===== config.mk =====
export PLATFORM = sky130hd
export DESIGN_NAME = check_window_ctrl
export DESIGN_NICKNAME = d
export VERILOG_FILES = /design/src/rtl/check_window_ctrl.sv
export SDC_FILE = /design/constraint.sdc
export NUM_CORES = 1
export LEC_CHECK = 0
export BUFFER_PORTS_ARGS = -buffer_cell sky130_fd_sc_hd__buf_4
export CAP_MARGIN = 20
export CELL_PAD_IN_SITES_DETAIL_PLACEMENT = 1
export CELL_PAD_IN_SITES_GLOBAL_PLACEMENT = 1
export CORE_UTILIZATION = 46
export DETAILED_ROUTE_END_ITERATION = 8
export GPL_ROUTABILITY_DRIVEN = 0
export HOLD_SLACK_MARGIN = 0.05
export PLACE_DENSITY_LB_ADDON = 0.1
export RECOVER_POWER = 25
export SYNTH_ARGS = -nofsm -noshare
export SYNTH_HDL_FRONTEND = slang
export SYNTH_SLANG_ARGS = --single-unit

===== constraint.sdc =====
create_clock -name clk -period 5.8 [get_ports clk]
set_input_delay 0.58 -clock clk [delete_from_list [all_inputs] [get_ports clk]]
set_output_delay 0.58 -clock clk [all_outputs]
set_load 0.005 [all_outputs]

===== src/rtl/check_window_ctrl.sv =====
// check_window_ctrl: sequences one self-checking run.
//   IDLE -> WARM (WARMUP cycles, checking disabled) -> CHECK (WINDOW cycles,
//   failing samples counted, early stop at MAX_FAIL) -> DONE (one cycle) -> IDLE.
//   disable_o feeds the "disable iff" of named properties in a test top.
// Optional feature: define CHECK_WINDOW_SVA_EN to compile in internal properties.
module check_window_ctrl #(
    parameter int WARMUP   = 10,
    parameter int WINDOW   = 16,
    parameter int MAX_FAIL = 3,
    parameter int CNT_W    = 8
) (
    input  logic             clk,
    input  logic             rst_n,
    input  logic             start_i,
    input  logic             abort_i,
    input  logic             smp_valid_i,
    input  logic             smp_ok_i,
    output logic             disable_o,
    output logic             check_en_o,
    output logic             busy_o,
    output logic             done_o,
    output logic             pass_o,
    output logic             fail_o,
    output logic [CNT_W-1:0] cyc_o,
    output logic [CNT_W-1:0] fail_cnt_o
);

    typedef enum logic [3:0] {
        S_IDLE  = 4'b0001,
        S_WARM  = 4'b0010,
        S_CHECK = 4'b0100,
        S_DONE  = 4'b1000
    } state_t;

    // Phase counter is shared by WARM and CHECK, so size it for the longer one.
    localparam int PH_MAX = (WARMUP > WINDOW) ? WARMUP : WINDOW;
    localparam int PH_W   = $clog2(PH_MAX + 1);

    localparam logic [PH_W-1:0]  WARM_LAST  = PH_W'(WARMUP);
    localparam logic [PH_W-1:0]  CHECK_LAST = PH_W'(WINDOW);
    localparam logic [PH_W-1:0]  PH_ONE     = PH_W'(1);
    localparam logic [CNT_W-1:0] FAIL_LIMIT = CNT_W'(MAX_FAIL);
    localparam logic [CNT_W-1:0] CNT_ONE    = CNT_W'(1);

    state_t           state_q, state_d;
    logic [PH_W-1:0]  ph_q, ph_d;
    logic [CNT_W-1:0] cyc_q, cyc_d;
    logic [CNT_W-1:0] fcnt_q, fcnt_d;
    logic             pass_q, pass_d;
    logic             fail_q, fail_d;
    logic             disable_q, disable_d;
    logic             check_en_q, check_en_d;
    logic             busy_q, busy_d;
    logic             done_q, done_d;
    logic [CNT_W-1:0] cyc_inc;

    // Cycle counter saturates at all-ones rather than wrapping.
    assign cyc_inc = (&cyc_q) ? cyc_q : cyc_q + CNT_ONE;

    // Next-state, counter and registered-output computation.
    always_comb begin
        state_d = state_q;
        ph_d    = ph_q;
        cyc_d   = cyc_q;
        fcnt_d  = fcnt_q;
        pass_d  = pass_q;
        fail_d  = fail_q;

        case (state_q)
            S_IDLE: begin
                // abort_i in IDLE suppresses a simultaneous start.
                if (start_i && !abort_i) begin
                    state_d = (WARMUP == 0) ? S_CHECK : S_WARM;
                    ph_d    = PH_ONE;
                    cyc_d   = CNT_ONE;
                    fcnt_d  = '0;
                    pass_d  = 1'b0;
                    fail_d  = 1'b0;
                end
            end
            S_WARM: begin
                cyc_d = cyc_inc;
                if (ph_q == WARM_LAST) begin
                    state_d = S_CHECK;
                    ph_d    = PH_ONE;
                end else begin
                    ph_d = ph_q + PH_ONE;
                end
            end
            S_CHECK: begin
                cyc_d = cyc_inc;
                if (smp_valid_i && !smp_ok_i && (fcnt_q < FAIL_LIMIT)) begin
                    fcnt_d = fcnt_q + CNT_ONE;
                end
                // The increment reaching the limit ends the window on this same edge.
                if ((fcnt_d == FAIL_LIMIT) || (ph_q == CHECK_LAST)) begin
                    state_d = S_DONE;
                    pass_d  = (fcnt_d == '0);
                    fail_d  = (fcnt_d != '0);
                end else begin
                    ph_d = ph_q + PH_ONE;
                end
            end
            S_DONE: begin
                cyc_d   = cyc_inc;
                state_d = S_IDLE;
            end
            default: begin
                state_d = S_IDLE;
            end
        endcase

        // Abort overrides everything outside IDLE: counters freeze, results clear.
        if (abort_i && (state_q != S_IDLE)) begin
            state_d = S_IDLE;
            ph_d    = ph_q;
            cyc_d   = cyc_q;
            fcnt_d  = fcnt_q;
            pass_d  = 1'b0;
            fail_d  = 1'b0;
        end

        disable_d  = (state_d != S_CHECK);
        check_en_d = (state_d == S_CHECK);
        busy_d     = (state_d == S_WARM) || (state_d == S_CHECK);
        done_d     = (state_d == S_DONE);
    end

    // State, counters and outputs register; reset forces checking disabled.
    always_ff @(posedge clk or negedge rst_n) begin
        if (!rst_n) begin
            state_q    <= S_IDLE;
            ph_q       <= '0;
            cyc_q      <= '0;
            fcnt_q     <= '0;
            pass_q     <= 1'b0;
            fail_q     <= 1'b0;
            disable_q  <= 1'b1;
            check_en_q <= 1'b0;
            busy_q     <= 1'b0;
            done_q     <= 1'b0;
        end else begin
            state_q    <= state_d;
            ph_q       <= ph_d;
            cyc_q      <= cyc_d;
            fcnt_q     <= fcnt_d;
            pass_q     <= pass_d;
            fail_q     <= fail_d;
            disable_q  <= disable_d;
            check_en_q <= check_en_d;
            busy_q     <= busy_d;
            done_q     <= done_d;
        end
    end

    assign disable_o  = disable_q;
    assign check_en_o = check_en_q;
    assign busy_o     = busy_q;
    assign done_o     = done_q;
    assign pass_o     = pass_q;
    assign fail_o     = fail_q;
    assign cyc_o      = cyc_q;
    assign fail_cnt_o = fcnt_q;

`ifdef CHECK_WINDOW_SVA_EN
    property p_onehot;
        @(posedge clk) disable iff (!rst_n) $onehot(state_q);
    endproperty
    property p_excl;
        @(posedge clk) disable iff (!rst_n) !(pass_o & fail_o);
    endproperty
    property p_done_pulse;
        @(posedge clk) disable iff (!rst_n) done_o |=> !done_o;
    endproperty
    property p_fail_bound;
        @(posedge clk) disable iff (!rst_n) fail_cnt_o <= FAIL_LIMIT;
    endproperty
    property p_en_inv;
        @(posedge clk) disable iff (!rst_n) check_en_o == !disable_o;
    endproperty

    a_onehot:     assert property (p_onehot)     else $error("state not one-hot");
    a_excl:       assert property (p_excl)       else $error("pass_o and fail_o both set");
    a_done_pulse: assert property (p_done_pulse) else $error("done_o longer than one cycle");
    a_fail_bound: assert property (p_fail_bound) else $error("fail_cnt_o above MAX_FAIL");
    a_en_inv:     assert property (p_en_inv)     else $error("check_en_o not inverse of disable_o");
`endif

endmodule


==> results.sh <==
export IMPL_outcome="complete, but fails checks"
export IMPL_syn_cell_area_um2=1720
export IMPL_crit_start="fail_cnt_o[0]$_DFFE_PN0P_"
export IMPL_fin_ws_ns=3.54
export IMPL_fin_worst_skew_ns=0.00649
export IMPL_grt_pass1_wl_um=6530
export IMPL_cts_resized=0
export IMPL_drt_iter0_markers=32
export IMPL_endpoint_kind="flop"
export IMPL_postRouteAntennaNets=0
export IMPL_h_tree_depth=2
export IMPL_slowest_delay_ns=0.45
export IMPL_cts_root_buffer="clkbuf_8"
export IMPL_ir_drop_mv=0.129
export IMPL_avgSynthCellArea_um2=9.72
export IMPL_multiInputGateArea_um2=875
export IMPL_synth_cell_types=51
export IMPL_first_global_vias=1434
export IMPL_cp_data_arrival_time_ns=2.43
export IMPL_worst_ep_required_time_ns=5.98
export IMPL_gr_usage_all_layers=0.215
export IMPL_cts_setup_buffers=0
export IMPL_antenna_found_initial=0
export IMPL_postLayoutCellArea_um2=2040
export IMPL_p_leak_nw=0.940
export IMPL_syn_nets=188
export IMPL_fp_dieH_um=63.2
export IMPL_start_kind="flop"
export IMPL_powerDensity_nw_per_um2=227
export IMPL_port_buffers=27
export IMPL_dp_hpwl_um=2790
export IMPL_crit_fanout=7
export IMPL_dp_slack_ns=3.51
export IMPL_ios=28
export IMPL_clk_path_buf_depth=2
export IMPL_violations="capacitance limit, slew limit"
export IMPL_final_layout_size_suffix_gt1_frac=0.218
export IMPL_tightest_slew_ns=1.67
export IMPL_die_area_um2=3990
export IMPL_hold_viol=0
export IMPL_finalSetupTns_ns=0
export IMPL_final_cell_mix="dfrtp_1, buf_4, nand2_1, nor2_1, and2_1"
export IMPL_relSlewSlack=-0.113
export IMPL_reg2reg_depth=6
export IMPL_max_cap_viol_count=1
export IMPL_num_antenna_cells=0
export IMPL_finalCritPeriodShare=0.389
export IMPL_r2r_end="ph_q[0]$_DFFE_PN0P_"
export IMPL_cts_clk_slew_worst_paths_ns=0.07
export IMPL_seq_area_frac_synth=0.452
export IMPL_fmax_mhz=443
export IMPL_setup_viol=0
export IMPL_overflow=0
export IMPL_firstDrtPassIters=4
export IMPL_crit_type="flop to flop"
export IMPL_fillers=403
export IMPL_seq_area_um2=778
export IMPL_drt_total_wl_um=3840
export IMPL_num_vias=1402
export IMPL_fp_dieW_um=63.2
export IMPL_numCtsBuffers=5
export IMPL_final_common_cell="dfrtp_1"
export IMPL_dpl_instance_area_um2=1940
export IMPL_clock_sinks=31
export IMPL_ys_warn_count=0
export IMPL_synthCells=177
export IMPL_routedWlPerCell_um=15.2
export IMPL_rsz0062_at_grt="no"
export IMPL_period_minus_slack_ns=2.26
export IMPL_slowest_stage="dfrtp_1"
export IMPL_post_route_util=0.588
export IMPL_path_cells="ha_1, nor3b_2, mux2_2, o21ai_2, a21oi_4, mux2_1"
export IMPL_r2r_start="fail_cnt_o[0]$_DFFE_PN0P_"
export IMPL_syn_to_final_growth_pct=18.5
export IMPL_whs_ns=0.508
export IMPL_coreArea_um2=3470
export IMPL_vias_per_cell=5.56
export IMPL_clock_latency_ns=0.29
export IMPL_cp_endpoint="ph_q[0]$_DFFE_PN0P_"
export IMPL_hold_class="flop to flop"
export IMPL_grt_start_max_net_pins=32
export IMPL_fin_nets=216
export IMPL_synth_seq_cells=31
export IMPL_post_route_drc_count=0
export IMPL_initial_utilization=0.496
export IMPL_num_rows=21
export IMPL_r2r_slack_ns=3.54
export IMPL_hold_buffers=0
export IMPL_cts_tree="done"
export IMPL_slew_viol_final=32
## flip-flops by register name, summed over array words and instances, names as in the netlist
| name | flops |
|---|---|
| fail_o | 1 |
| ph_q | 5 |
| state_q | 4 |
| done_o | 1 |
| pass_o | 1 |
| fail_cnt_o | 8 |
| cyc_o | 8 |
| check_en_o | 1 |
| busy_o | 1 |
| disable_o | 1 |
## routing by layer
metal	share of wire	vias to the layer above	track usage
li1	-	679	-
met1	0.45	686	0.260
met2	0.49	27	0.356
met3	0.034	10	0.0598
met4	0.022	0	0.0901
met5	0	-	0
## logic make-up after synthesis
| logic type | after synthesis | synth area share |
|---|---|---|
| AOI/OAI and AO/OA | 29 | 0.121 |
| xor gates and xnor gates | 5 | 0.0255 |
| adders and majority gates | 5 | 0.0364 |
| buffers and inverters | 14 | 0.0393 |
| DFF | 31 | 0.452 |
| muxes | 9 | 0.0545 |
| and+or+nand+nor | 84 | 0.271 |
## power breakdown
group,internal [W],switching (W)
clock network,0.000108,0.0000788
registers,0.000222,0.00000898
logic,0.0000184,0.0000266
## per-stage QoR
step	power, W	instances
detailed placement	0.000281	244
global placement	0.000278	244
finish	0.000463	252
CTS	0.000468	252
floorplan	0.000263	177
global route	0.000483	252
## worst min-delay path by stage
stage | from | to | depth (start not counted)
after global routing | fail_cnt_o[7]$_DFFE_PN0P_ | fail_cnt_o[7]$_DFFE_PN0P_ | 1
final | fail_cnt_o[4]$_DFFE_PN0P_ | fail_cnt_o[4]$_DFFE_PN0P_ | 1
after global placement | fail_cnt_o[5]$_DFFE_PN0P_ | fail_cnt_o[5]$_DFFE_PN0P_ | 1
after CTS | rst_n | state_q[1]$_DFF_PN0_ | 1
after detailed placement | fail_cnt_o[4]$_DFFE_PN0P_ | fail_cnt_o[4]$_DFFE_PN0P_ | 1
after floorplan | rst_n | busy_o$_DFF_PN0_ | 0
## cell usage after synthesis, drive strengths merged
library cell / number / area [µm²]
dfrtp: 29 / 726
nand2: 18 / 67.6
nor2: 17 / 66.3
and2: 10 / 62.6
nand3: 9 / 45.0
a21oi: 8 / 51.3
inv: 8 / 30.0
nand2b: 7 / 43.8
mux2i: 6 / 60.1
buf: 5 / 33.8
ha: 5 / 62.6
nor3: 5 / 30.0
o21ai: 4 / 23.8
xnor2: 4 / 35.0
a211oi: 3 / 22.5
mux2: 3 / 33.8
and3: 2 / 12.5
dfstp: 2 / 52.6
nand3b: 2 / 15.0
nor2b: 2 / 12.5
nor4: 2 / 12.5
nor4bb: 2 / 20.0
o211ai: 2 / 15.0
o21bai: 2 / 15.0
o22ai: 2 / 12.5
a2111oi: 1 / 8.76
a21o: 1 / 7.51
a31o: 1 / 8.76
a41o: 1 / 10.0
and4: 1 / 8.76
and4bb: 1 / 12.5
clkbuf: 1 / 3.75
nand4: 1 / 6.26
nand4bb: 1 / 11.3
nor3b: 1 / 12.5
o21a: 1 / 7.51
o2bb2ai: 1 / 8.76
o31ai: 1 / 7.51
o32ai: 1 / 8.76
or3: 1 / 6.26
or4: 1 / 7.51
or4b: 1 / 13.8
xor2: 1 / 8.76
## final cells by class
cell class | count | area share
clock buffers | 8 | 0.0491
multi-input cells | 132 | 0.429
well taps | 46 | 0.0282
repair buffers | 27 | 0.0975
inverters | 8 | 0.0147
flip-flops and latches | 31 | 0.382
## worst max-delay path, delay by kind of cell, from the launching register on
| kind | cells | cell delay (ns) |
|---|---|---|
| fa+ha+maj | 1 | 0.24 |
| compound gates | 2 | 0.41 |
| simple gates | 1 | 0.31 |
| mux | 2 | 0.73 |
| flops | 1 | 0.45 |
(Power assumes the default switching activity.)
